## src/rtl/button_events.sv

```systemverilog
// button_events: converts debounced button levels into SHORT/LONG/REPEAT events
// and queues them through a small FIFO with a valid/ready handshake.
module button_events #(
    parameter int num          = 2,
    parameter int tick_div     = 1048576,
    parameter int long_ticks   = 48,
    parameter int repeat_ticks = 10,
    parameter int fifo_depth   = 4,
    localparam int bw = (num > 1) ? $clog2(num) : 1
) (
    input  logic          clock,
    input  logic          reset,
    input  logic [num-1:0] buttons_in,
    output logic          event_valid,
    input  logic          event_ready,
    output logic [bw-1:0] event_button,
    output logic [1:0]    event_kind,
    output logic          overflow,
    input  logic          overflow_clear
);
    localparam int cw = $clog2(((long_ticks > repeat_ticks) ? long_ticks : repeat_ticks) + 1);
    localparam int dw = $clog2(tick_div);
    localparam int aw = $clog2(fifo_depth);
    localparam logic [cw-1:0] c_long = cw'(long_ticks);
    localparam logic [cw-1:0] c_rep  = cw'(repeat_ticks);
    localparam logic [dw-1:0] c_div  = dw'(tick_div - 1);
    localparam logic [1:0] k_short = 2'd0;
    localparam logic [1:0] k_long  = 2'd1;
    localparam logic [1:0] k_rep   = 2'd2;

    typedef enum logic [1:0] {IDLE, PRESSED, HELD} state_t;

    logic [dw-1:0]  r_div;
    logic           w_tick;
    logic [num-1:0] r_prev;
    state_t         r_state [num];
    state_t         w_state_nx [num];
    logic [cw-1:0]  r_cnt [num];
    logic [cw-1:0]  w_cnt_nx [num];
    logic [cw-1:0]  w_inc [num];
    logic [num-1:0] w_emit;
    logic [1:0]     w_emit_kind [num];
    logic [num-1:0] r_pend_v;
    logic [1:0]     r_pend_k [num];
    logic [num-1:0] w_grant;
    logic [num-1:0] w_occ;
    logic [bw-1:0]  w_sel;
    logic           w_push;
    logic           w_pop;
    logic           w_full;
    logic           w_drop;
    logic [bw-1:0]  r_mem_b [fifo_depth];
    logic [1:0]     r_mem_k [fifo_depth];
    logic [aw:0]    r_wp;
    logic [aw:0]    r_rp;
    logic           r_ovf;

    assign w_tick       = (r_div == c_div);
    assign w_full       = (r_wp[aw] != r_rp[aw]) && (r_wp[aw-1:0] == r_rp[aw-1:0]);
    assign event_valid  = (r_wp != r_rp);
    assign w_pop        = event_valid & event_ready;
    assign event_button = r_mem_b[r_rp[aw-1:0]];
    assign event_kind   = r_mem_k[r_rp[aw-1:0]];
    assign overflow     = r_ovf;
    // A slot being pushed this cycle is free again for a new event at the same edge.
    assign w_occ        = r_pend_v & ~w_grant;
    assign w_drop       = |(w_emit & w_occ);

    always_ff @(posedge clock or posedge reset) begin
        if (reset) begin
            r_div  <= '0;
            r_prev <= '1;
        end else begin
            r_div  <= w_tick ? '0 : r_div + dw'(1);
            r_prev <= buttons_in;
        end
    end

    always_ff @(posedge clock or posedge reset) begin
        if (reset) begin
            for (int i = 0; i < num; i++) begin
                r_state[i] <= IDLE;
                r_cnt[i]   <= '0;
            end
        end else begin
            for (int i = 0; i < num; i++) begin
                r_state[i] <= w_state_nx[i];
                r_cnt[i]   <= w_cnt_nx[i];
            end
        end
    end

    always_comb begin
        for (int i = 0; i < num; i++) begin
            w_state_nx[i]  = r_state[i];
            w_cnt_nx[i]    = r_cnt[i];
            w_emit[i]      = 1'b0;
            w_emit_kind[i] = k_short;
            w_inc[i]       = r_cnt[i] + cw'(1);
            case (r_state[i])
                IDLE: begin
                    if (buttons_in[i] & ~r_prev[i]) begin
                        w_state_nx[i] = PRESSED;
                        w_cnt_nx[i]   = '0;
                    end
                end
                PRESSED: begin
                    if (!buttons_in[i]) begin
                        w_state_nx[i] = IDLE;
                        w_emit[i]     = 1'b1;
                    end else if (w_tick) begin
                        w_cnt_nx[i]    = (w_inc[i] == c_long) ? '0 : w_inc[i];
                        w_state_nx[i]  = (w_inc[i] == c_long) ? HELD : PRESSED;
                        w_emit[i]      = (w_inc[i] == c_long);
                        w_emit_kind[i] = k_long;
                    end
                end
                HELD: begin
                    if (!buttons_in[i]) begin
                        w_state_nx[i] = IDLE;
                    end else if (w_tick) begin
                        w_cnt_nx[i]    = (w_inc[i] == c_rep) ? '0 : w_inc[i];
                        w_emit[i]      = (w_inc[i] == c_rep);
                        w_emit_kind[i] = k_rep;
                    end
                end
                default: w_state_nx[i] = IDLE;
            endcase
        end
    end

    // Lowest-index occupied slot wins; the fullness test uses start-of-cycle pointers.
    always_comb begin
        w_sel = '0;
        for (int i = num - 1; i >= 0; i--)
            if (r_pend_v[i]) w_sel = bw'(i);
        w_push = (|r_pend_v) & ~w_full;
        for (int i = 0; i < num; i++)
            w_grant[i] = w_push & (w_sel == bw'(i));
    end

    always_ff @(posedge clock or posedge reset) begin
        if (reset) begin
            r_pend_v <= '0;
            r_wp     <= '0;
            r_rp     <= '0;
            r_ovf    <= 1'b0;
            for (int i = 0; i < num; i++) r_pend_k[i] <= k_short;
            for (int i = 0; i < fifo_depth; i++) begin
                r_mem_b[i] <= '0;
                r_mem_k[i] <= k_short;
            end
        end else begin
            for (int i = 0; i < num; i++) begin
                if (w_emit[i] & ~w_occ[i]) begin
                    r_pend_v[i] <= 1'b1;
                    r_pend_k[i] <= w_emit_kind[i];
                end else if (w_grant[i]) begin
                    r_pend_v[i] <= 1'b0;
                end
            end
            if (w_push) begin
                r_mem_b[r_wp[aw-1:0]] <= w_sel;
                r_mem_k[r_wp[aw-1:0]] <= r_pend_k[w_sel];
                r_wp <= r_wp + (aw+1)'(1);
            end
            if (w_pop) r_rp <= r_rp + (aw+1)'(1);
            r_ovf <= w_drop ? 1'b1 : (overflow_clear ? 1'b0 : r_ovf);
        end
    end
endmodule

```

## config.mk

```make
export PLATFORM = sky130hd
export DESIGN_NAME = button_events
export DESIGN_NICKNAME = d
export VERILOG_FILES = /design/src/rtl/button_events.sv
export SDC_FILE = /design/constraint.sdc
export NUM_CORES = 1
export LEC_CHECK = 0
export CORE_MARGIN = 1.5
export CORE_UTILIZATION = 45
export CTS_CLUSTER_DIAMETER = 50
export CTS_CLUSTER_SIZE = 24
export DETAILED_ROUTE_END_ITERATION = 10
export GPL_ROUTABILITY_DRIVEN = 0
export GPL_TIMING_DRIVEN = 0
export PLACE_DENSITY_LB_ADDON = 0.08
export SKIP_CTS_REPAIR_TIMING = 1
export SYNTH_ARGS = -nofsm -noshare
export SYNTH_HDL_FRONTEND = slang
export SYNTH_SLANG_ARGS = --single-unit
```

## constraint.sdc

```tcl
create_clock -name clock -period 6.99 [get_ports clock]
set_clock_uncertainty 0.1 [all_clocks]
set_input_delay 1.398 -clock clock [delete_from_list [all_inputs] [get_ports clock]]
set_output_delay 1.398 -clock clock [all_outputs]
set_load 0.1 [all_outputs]
```

==> Word-level counts from Yosys, hierarchy flattened <==
Cells that the tools add are included.
{ "totals": {"register_bits": 63, "latchBits": 0, "ramBits": 0, "rom_bits": 0, "in_bits": 6, "out_inout_bits": 5, "word_cells": 161, "n_memories": 0} }
{ "classes": {"addsub": 5, "mul": 0, "n_div": 0, "order_cmp": 4, "eq_ne": 26, "shift": 0, "muxes": 70, "n_bitwise": 20, "n_reduce_logical": 15} }
{ "op_table": {"columns": ["op", "count"], "rows": [
  ["6-bit two-way mux", 14],
  ["2-bit two-way mux", 19],
  ["6-bit case mux with 3 select lines", 2],
  ["2-bit inequality test (second input constant)", 12],
  ["1-bit two-way mux", 22],
  ["20-bit by 1-bit adder with 20-bit output (second input constant)", 1],
  ["20-bit == test (second input constant)", 1],
  ["20-bit two-way mux", 1],
  ["6-bit by 1-bit adder with 6-bit output (second input constant)", 2],
  ["6-bit by 4-bit == test with 1-bit output (second input constant)", 2],
  ["6-bit == test (second input constant)", 2],
  ["2-bit case mux with 3 select lines", 2],
  ["6-bit AND reduction", 2],
  ["1-bit AND", 8],
  ["8-bit bitwise mux", 1],
  ["2-bit case mux with 2 select lines", 2],
  ["3-bit by 1-bit adder with 3-bit output (second input constant)", 2],
  ["3-bit greater-or-equal comparator (second input constant)", 2],
  ["3-bit inequality test (second input constant)", 2],
  ["1-bit inverter", 6],
  ["2-bit inverter with 3-bit output", 2],
  ["3-bit AND reduction", 2],
  ["2-bit nonzero test", 3],
  ["3-bit nonzero test", 2],
  ["other kinds (19)", 26]
]} }

==> Depth between registers and ports, before layout <==
{ "logic_depth": {"word_depth": 10, "ltp_mapped": 9, "depth_no_buf": 8} }

==> Least setup slack after synthesis <==
Ideal clock, no wire load.
{ "synth_timing": {"kind": "reg-to-output", "from": "reg r_rp[0]", "to": "out event_valid", "arrival_ps": 1454, "required_ps": 5492, "path_slack_ps": 4038, "stages_incl_launch_ff": 5, "path_buffers": 1, "path_cell_list": "dfrtp_1 -> buf_2 -> xor2_1 -> nor2_1 -> nand2_1"} }
{ "synth_between": {"elab_chain_len": 1} }
{ "synth_lines": {"columns": ["element", "line", "text"], "rows": [
  ["from (decl)", "55", "logic [aw:0] r_rp;"],
  ["from (signal assigned)", "167", "if (w_pop) r_rp <= r_rp + (aw+1)'(1);"],
  ["3-bit inequality test", "60", "assign event_valid = (r_wp != r_rp);"],
  ["to (decl)", "14", "output logic event_valid,"]
]} }
Every way passes these cells.

==> Final worst setup path <==
Ends and elaborated chain as after synthesis.

==> impl_metrics.toml <==
[critical_path]
worstPathRequired_ns = 5.49
criticalPathCategory = "reg -> out"
reg2reg_to = "r_cnt[6]$_DFFE_PP0P_"
startpoint_type = "flop"
r2r_cells = 7
crit_path_max_fanout = 5
rrSetupSlack_ns = 4.43
arrival_ns = 2.43
end_kind = "primary output"
timing.rr.start = "r_cnt[6]$_DFFE_PP0P_"

[floorplanning]
fp.dieH_um = 91.50
die_width_um = 91.50
core_area_um2 = 7647
row_count = 32
start_util = 0.4609
die_area_um2 = 8372
pin_count = 11

[synth]
synthMuxAreaShare = 0.06177
ys_warn_count = 0
synth_flop_cell = "dfrtp_1"
synth.cell_area_um2 = 3525
synthSimpleGateAreaFrac = 0.1995
synth_xor_area_frac = 0.05964
synth_nets = 374
synth_edf_count = 0
synthAdderAreaFrac = 0.05680
avgSynthCellArea_um2 = 10.01
synth_async_sr_flop_share = 1.000
syn_inst = 352
yosysSeqAreaShare = 0.4480
yosysUniqueCellTypes = 57
synth_top_family_by_area = "simple AND/OR/NAND/NOR gates"
ys_ff_latch = 63
synth-compound-area-share = 0.1402

[final_layout]
area_delta_synth_final_pct = 12.78
drive_above_1_share = 0.1478
final_cell_mix = "dfrtp_1, nand2_1, nor2_1"
final_net_count = 396
final_common_cell = "dfrtp_1"
final-seq-area_um2 = 1579
n_antenna_cell = 0
final_util = 0.5198
design_area_um2 = 3975
multi_input_area_um2 = 1826
n_fill_cell = 699

[clock_network]
cts-root-buf = "clkbuf_8"
clk_path_buf_depth = 2
clkLatencyLatePin_ns = 0.33
cts_tree = "yes"
h-tree-depth = 3
cts_buffers = 9
clk_pin_slew_ns = 0.08
cts.sinks = 63

[sta]
max_slew_margin = 0.3536
max_freq_mhz = 254.5
fin_crit_sh = 0.5622
setup_viol = 0
hold_ws_ns = 0.3779
rsz0062_at_grt = "no"
tightest_slew_ns = 0.9665
fin_setup_tns_ns = 0
drv_slew = 0
final_hold_viol_count = 0
period_needed_ns = 3.930
worst_slack_ns = 3.060

[grt]
grt_pass1_wl_um = 11630
antenna_found_initial = 0
grt_overflow = 0
grt_start_max_net_pins = 35
grt_pass1_vias = 2575
track_usage = 0.1719

[routing]
wl_per_cell_um = 13.71
drcViolationCount = 0
wl_um = 6593
drt_first_pass_iters = 4
ant_nets = 0
vias_per_cell = 5.372
drt_iter0_drc = 84
num_vias = 2584

[power]
p_per_area_nw_per_um2 = 348.9
power.share.switching = 0.4098
clkPwrFrac = 0.236
max-vdd-ir-drop_mv = 0.1401
intPower_w = 0.0008185
pwr-share-comb = 0.402
p_switching_w = 0.0005683
p_leak_nw = 1.723
p_seq_frac = 0.362

[min_path]
hold_depth = 1
hold_path_class = "reg -> reg"
holdPathEnd = "r_div[14]$_DFF_PP0_"
min_from = "r_div[14]$_DFF_PP0_"

[place]
io_buffers = 10
detailed_place_hpwl_um = 4678
dpl_cell_area_um2 = 3772
dpl_worst_slack_ns = 3.416

[status]
outcome = "finished clean"

[run]
max_cap_viol_count = 0
[routing by layer]
metal,global-route usage,up-vias,wire length [um]
met3,0.03099,7,143
met4,0.06250,0,62
met2,0.2817,25,3087
met5,0,-,0
met1,0.2269,1244,3299
li1,-,1308,-
[area by class of cell]
| class | count | area share |
|---|---|---|
| clock buffers | 9 | 0.03116 |
| clock inverters | 7 | 0.01983 |
| inverters | 17 | 0.01605 |
| repair buffers | 11 | 0.03022 |
| multi-input cells | 262 | 0.4592 |
| well taps | 102 | 0.03211 |
| plain buffers | 10 | 0.01416 |
| flip-flops and latches | 63 | 0.3972 |
[state kept, by name, summed over array words and instances (netlist names)]
name      cells
r_mem_b       4
r_pend_k      4
r_prev        2
r_pend_v      2
r_state       4
r_rp          3
r_cnt        12
overflow      1
r_div        20
r_mem_k       8
r_wp          3
[how the worst max path moves through the flow]
stage	start	end	slack [ns]	cells past startpoint
5_1_grt	r_rp[0]$_DFFE_PP0P_	event_valid	2.95	5
2_1_floorplan	reset	overflow$_DFFE_PP0P_	3.93	1
3_3_place_gp	reset	r_div[14]$_DFF_PP0_	2.70	2
3_5_place_dp	r_rp[0]$_DFFE_PP0P_	event_valid	3.42	5
6_report	r_rp[0]$_DFFE_PP0P_	event_valid	3.06	5
4_1_cts	r_rp[0]$_DFFE_PP0P_	event_valid	3.03	5
[critical path, cell delays in order (launching register included)]
cell and delay, ns:
dfrtp_1 0.39, buf_2 0.18, xor2_1 0.22, nor2_1 0.06
nand2_1 0.11, clkdlybuf4s50_1 1.14
[synth_stat cells (2+ instances only)]
master / count / area share
inv_1: 17 / 0.018
and2_1: 3 / 0.0053
dfrtp_1: 61 / 0.43
or2_2: 2 / 0.0035
or3_1: 4 / 0.0071
o221ai_1: 2 / 0.0050
nor2_1: 31 / 0.033
o22ai_1: 2 / 0.0035
dfstp_2: 2 / 0.015
or4_1: 2 / 0.0043
xor2_1: 11 / 0.027
nand4_1: 6 / 0.011
o41ai_1: 3 / 0.0075
xnor2_1: 13 / 0.032
mux4_2: 3 / 0.019
o32ai_1: 2 / 0.0050
o31ai_1: 3 / 0.0064
buf_6: 2 / 0.0064
nand2b_1: 6 / 0.011
nor3b_1: 2 / 0.0043
a31oi_1: 11 / 0.020
clkbuf_1: 5 / 0.0053
ha_1: 16 / 0.057
and2_2: 2 / 0.0043
buf_2: 3 / 0.0043
a21o_1: 3 / 0.0064
nor4_1: 3 / 0.0053
or3b_2: 3 / 0.0075
nor3_1: 9 / 0.013
mux2_2: 12 / 0.038
a2bb2oi_1: 4 / 0.0099
nand2_1: 38 / 0.040
nand3_1: 14 / 0.020
o21ai_0: 23 / 0.033
a21oi_1: 5 / 0.0071
o211ai_1: 3 / 0.0064
[kinds of logic (layout without fill, tap and decap cells)]
| kind of cell | Yosys count | in the layout |
|---|---|---|
| AOI/OAI and AO/OA | 71 | 71 |
| xor gates and xnor gates | 24 | 24 |
| buffers and inverters | 27 | 54 |
| adders and majority gates | 16 | 16 |
| DFF | 63 | 63 |
| and+or+nand+nor | 135 | 135 |
| muxes | 16 | 16 |
[metrics by stage]
| stage | std cells | power, W |
|---|---|---|
| floorplan | 352 | 0.0009524 |
| global placement | 464 | 0.001061 |
| detailed placement | 465 | 0.001071 |
| CTS | 481 | 0.001403 |
| global route | 481 | 0.001493 |
| finish | 481 | 0.001387 |
[power by group through the flow]
| stage | sequential (W) | clock, W | combinational, W |
|---|---|---|---|
| finish | 0.000502 | 0.000327 | 0.000557 |
| global route | 0.000517 | 0.000352 | 0.000623 |
| CTS | 0.000504 | 0.000337 | 0.000562 |
| detailed placement | 0.000511 | 0 | 0.000559 |
| global placement | 0.000509 | 0 | 0.000552 |
| floorplan | 0.000495 | 0 | 0.000458 |
Power figures use the tool's default switching activity.
==> variant 1: new RTL, config.mk and constraints unchanged <==
Change the parameter `tick_div` from 1048576 to 524288.
--- a/src/rtl/button_events.sv
+++ b/src/rtl/button_events.sv
@@ -2,7 +2,7 @@
 // and queues them through a small FIFO with a valid/ready handshake.
 module button_events #(
     parameter int num          = 2,
-    parameter int tick_div     = 1048576,
+    parameter int tick_div     = 524288,
     parameter int long_ticks   = 48,
     parameter int repeat_ticks = 10,
     parameter int fifo_depth   = 4,
Formal check against the unedited RTL: no difference found for any inputs over 10 cycles, from zero or initial values and one cycle with reset high; that may be too few to reach the edited logic, so the function may still have changed.
==> variant 1 against the unedited design <==
Total power down 8.5%; combinational power down 7.2%; synthesized area down 0.18%; die area down 0.17%; sequential cell count down 1; worst setup slack better by 0.0042 ns; worst hold slack worse by 0.013 ns; maximum frequency up 0.11%; final area down 1.0%; routed wire length up 0.77%; critical path type unchanged.
==> variant 1: results (changes against the unedited design) <==
Logic synthesis
  – Synth unique cells: 56 (-1.8%)
  – Multiplexer area fraction after synthesis: 6.08% (-0.096 points)
  – Syn Nets: 378 (+1.1%)
  – Post-synthesis compound-gate area fraction: 15.9% (+1.8 points)
  – Top cells by area, synth: dfrtp_1 43%, ha_1 5.7%, nand2_1 4.3%
  – Commonest cells in the netlist: 60 x dfrtp_1, 40 x nand2_1, 27 x nor2_1, 20 x nand3_1, 19 x inv_1
  – Post-Synth Adder-Cell Area: 5.69% (+0.010 points)
  – Seq/Total Area, Yosys: 44.2% (-0.63 points)
  – Synth Area in XOR/XNOR: 5.48% (-0.49 points)

Run status
  – Status: finished clean

Global route
  – Met2 Track Usage GR: 27.9% (-0.31 points)
  – Number of global-route vias before repair: 2508 (-2.6%)
  – Total track usage: 17.9% (+0.74 points)
  – First-pass GRT wire length: 11700 um (+0.95%)
  – Largest net degree at the start of global routing: 43 (+23%)
  – Met1 GRT Util: 23.5% (+0.86 points)
  – Grt met3 use: 3.60% (+0.50 points)

Routing
  – Routed wl met3: 191 um (+34%)
  – Routed length per instance: 13.7 um (about the same)
  – M1 wire length: 3250 um (-1.5%)
  – Met2 wire length: 3070 um (-0.49%)
  – DR iter-0 viols: 86 (+2.4%)
  – DR vias: 2592 (+0.31%)

Layout
  – Fillers: 726 (+3.9%)
  – Fraction of area in multi-input gates: 46.4% (+0.45 points)
  – Largest registers: r_div: 19 flops, r_cnt: 12 flops, r_mem_k: 8 flops
  – Multi-input gate count: 260 (-0.76%)
  – ClkCell Share: 4.26% (-0.84 points)
  – Sequential share of cell area: 39.5% (-0.22 points)
  – Signal inverters: 19 (+2)
  – Layout net count: 400 (+1.0%)
  – Area of the multi-input gates: 0.00182 mm^2 (about the same)
  – Signal buf overhead: 4.80% (+0.36 points)
  – FFs & Latches: 62 (-1.6%)
  – Layout cells sized above 1: 13.8% (-0.94 points)

Power
  – P_leak: 0.00172 uW (-0.22%)
  – NetSw: 516 uW (-9.2%)
  – Sequential group share of total power: 37.6% (+1.4 points)
  – Clock Power Share: 21.7% (-1.9 points)

Timing
  – Worst slew pin tran: 0.960 ns (-0.00671 ns)

Clocking
  – Reg clk slew, reported paths: ~0.070 ns
  – Clock H-tree levels: 3 (unchanged)
  – CTS Root Cell: clkbuf_8
  – Clock latency on the worst-skew pair: 0.35 ns (+0.02 ns)

Placement
  – Final HPWL DP: 4820 um (+3.1%)
  – Placed instance area: 0.00377 mm^2 (-0.17%)

Min path
  – Hold wc startpoint: r_div[0]$_DFF_PP0_

Critical path
  – Critical R2R Launch: r_div[0]$_DFF_PP0_
## variant 1: cell count changes after synthesis, moves of 3 or more
cell and change:
a21oi_1 +4, nor2_1 -4, xnor2_1 -4, o21ai_0 -6, clkbuf_1 +4, o21a_1 +3
nand4_1 -3, nand3_1 +6
## variant 1: final timing paths
path	to	slack, ns	cells after the start
max	event_valid	3.06	5
min	r_div[0]$_DFF_PP0_	0.36	1
max reg2reg	r_pend_k[2]$_DFFE_PP0P_	4.52	7
min reg2reg	r_div[0]$_DFF_PP0_	0.36	1
max in group asynchronous	r_prev[0]$_DFF_PP1_	4.87	3
min in group asynchronous	r_div[6]$_DFF_PP0_	1.28	2
## variant 1: stage by stage
stage,total power (uW),worst slack [ns],hold slack (ns),cells
final,1270,3.06,0.364,485
after global routing,1360,2.95,0.386,485
after CTS,1290,3.02,0.366,485
after detailed placement,1000,3.42,0.357,469
after global placement,994,2.78,0.355,468
after floorplan,894,3.95,0.331,356
==> variant 2: new RTL, same settings <==
Made on the original files. Put one more register stage on the output `overflow`, with the module's reset. The value now appears one clock later. The other outputs are not delayed to match.
--- a/src/rtl/button_events.sv
+++ b/src/rtl/button_events.sv
@@ -61,7 +61,13 @@
     assign w_pop        = event_valid & event_ready;
     assign event_button = r_mem_b[r_rp[aw-1:0]];
     assign event_kind   = r_mem_k[r_rp[aw-1:0]];
-    assign overflow     = r_ovf;
+    always_ff @(posedge clock or posedge reset) begin
+        if (reset) begin
+            overflow <= '0;
+        end else begin
+            overflow <= r_ovf;
+        end
+    end
     // A slot being pushed this cycle is free again for a new event at the same edge.
     assign w_occ        = r_pend_v & ~w_grant;
     assign w_drop       = |(w_emit & w_occ);
Function: changed (Yosys sat finds a counterexample within 10 cycles, from zero or initial values and one cycle with reset high).
==> variant 2 against the unedited design <==
Die area up 2.5%; cell count up 2.1%; worst setup slack better by 0.017 ns; synthesized area up 2.6%; sequential share of layout area down 0.22 points; core utilization up 0.29 points; final area up 2.1%; total power up 0.30%; via count up 5.5%; maximum frequency up 0.44%; routed wire length up 7.1%; count of clock-buffer cells in the layout up 1; sequential cell count up 1; largest power group unchanged.
==> variant 2: results (changes against the unedited design) <==
Critical path
  – Critical R2R Launch: r_cnt[6]$_DFFE_PP0P_
  – End of the worst register-to-register path: r_pend_k[3]$_DFFE_PP0P_
  – Worst Reg-to-Reg Cells: 7 (unchanged)
  – WP data arrival: 2.41 ns (-0.02 ns)
  – Reg2reg setup slack: 4.55 ns (+0.12 ns)
  – Critical Path End: event_kind[1]

Global route
  – Met1 GRT Util: 23.6% (+0.91 points)
  – First-pass GRT wire length: 12600 um (+8.0%)
  – Grt met3 use: 4.76% (+1.7 points)
  – Initial antenna violation count: 0 (unchanged)
  – Total track usage: 18.4% (+1.2 points)
  – Largest net degree at the start of global routing: 42 (+20%)
  – Met2 Track Usage GR: 30.8% (+2.6 points)
  – Number of global-route vias before repair: 2686 (+4.3%)

Routing
  – Routed wl met3: 192 um (+34%)
  – Met2 wire length: 3400 um (+10%)
  – Drt pass-1 iters: 4 (unchanged)
  – Routed vias/inst: 5.55 (+3.4%)
  – DR top layer: met4
  – Final WL: 7060 um (+7.1%)
  – M1 wire length: 3370 um (+2.1%)
  – DR iter-0 viols: 114 (+36%)

Timing
  – Slew margin rel.: 35.6% (+0.24 points)

Logic synthesis
  – Commonest cells in the netlist: 62 x dfrtp_1, 44 x nand2_1, 21 x nor2_1, 18 x inv_1, 18 x xnor2_1
  – Top FF cell, synth: dfrtp_1
  – Seq/Total Area, Yosys: 44.4% (-0.44 points)
  – Top cells by area, synth: dfrtp_1 43%, ha_1 5.9%, nand2_1 4.6%
  – Syn Nets: 385 (+2.9%)
  – Synth unique cells: 68 (+19%)
  – Synth warn: 0 (unchanged)

Clocking
  – Maximum buffer depth of the clock tree: 2 (unchanged)
  – Reg clk slew, reported paths: 0.08 ns (about the same)
  – CTS Root Cell: clkbuf_8
  – Clock latency on the worst-skew pair: about 0.34 ns
  – Number of buffers created by CTS: 9 (unchanged)

Run status
  – Status: finished clean

Layout
  – Layout net count: 407 (+2.8%)
  – Layout cells sized above 1: 13.9% (-0.89 points)
  – Largest registers: r_div: 20 flops, r_cnt: 12 flops, r_mem_k: 8 flops
  – Fillers: 754 (+7.9%)

Placement
  – Placed instance area: 0.00386 mm^2 (+2.4%)
  – Final HPWL DP: 5100 um (+8.9%)
  – I/O Buffers: 10 (unchanged)

Min path
  – Hold path cells: 0 (-1)
  – WHS Endpoint: overflow$_DFF_PP0_
  – Hold wc startpoint: r_ovf$_DFFE_PP0P_

Power
  – Cell Int Power: 818 uW (about the same)
  – Maximum vdd drop: 0.000131 V (-6.3%)
  – P_leak: 0.00177 uW (+2.9%)
-- variant 2: cell count changes in the layout (fill, tap and decap cells not counted), moves of 4 or more --
cell / unedited run / this run
xnor2_1: 13 / 18
o21ai_0: 23 / 17
and3_1: 1 / 5
xor2_1: 11 / 6
nor2_1: 31 / 21
nand2_1: 38 / 44
-- variant 2: cells by family after synthesis --
kind of cell               after synthesis  share of synthesized area (%)
and+or+nand+nor                        138                           20.8
AOI/OAI and AO/OA                       74                           14.1
DFF                                     64                           44.4
buffers and inverters                   31                           3.77
xor gates and xnor gates                24                           5.81
adders and majority gates               17                           5.88
muxes                                   14                           5.26
-- variant 2: metrics by stage --
stage               std cells  total power, uW  setup slack (ns)  hold WS (ns)  utilization (%)
floorplan                 362              954              3.90         0.255                -
global placement          474             1060              2.68         0.256             49.5
detailed placement        475             1080              3.44         0.275             49.7
CTS                       491             1410              3.05         0.287             52.3
global route              491             1490              2.99         0.307             52.3
finish                    491             1390              3.08         0.285             52.3
-- variant 2: power groups by stage --
| stage | Clock [uW] | Combinational (uW) | Sequential, uW |
|---|---|---|---|
| final | 319 | 561 | 511 |
| after global routing | 345 | 626 | 523 |
| after CTS | 331 | 566 | 511 |
| after detailed placement | 0 | 563 | 519 |
| after global placement | 0 | 548 | 515 |
| after floorplan | 0 | 447 | 507 |
-- variant 2: worst max-delay path, stage by stage (launching register included) --
cell and delay (ns):
dfrtp_1 0.35, buf_2 0.21, mux4_2 0.53, clkdlybuf4s50_1 0.98
-- variant 2: final cells by class --
cell class,instances,area (um^2),area share [%]
plain buffers,12,65.1,1.60
well taps,102,128,3.14
multi-input cells,267,1880,46.2
clock buffers,10,128,3.14
clock inverters,6,68.8,1.69
repair buffers,11,120,2.96
flip-flops and latches,64,1600,39.5
inverters,19,71.3,1.76
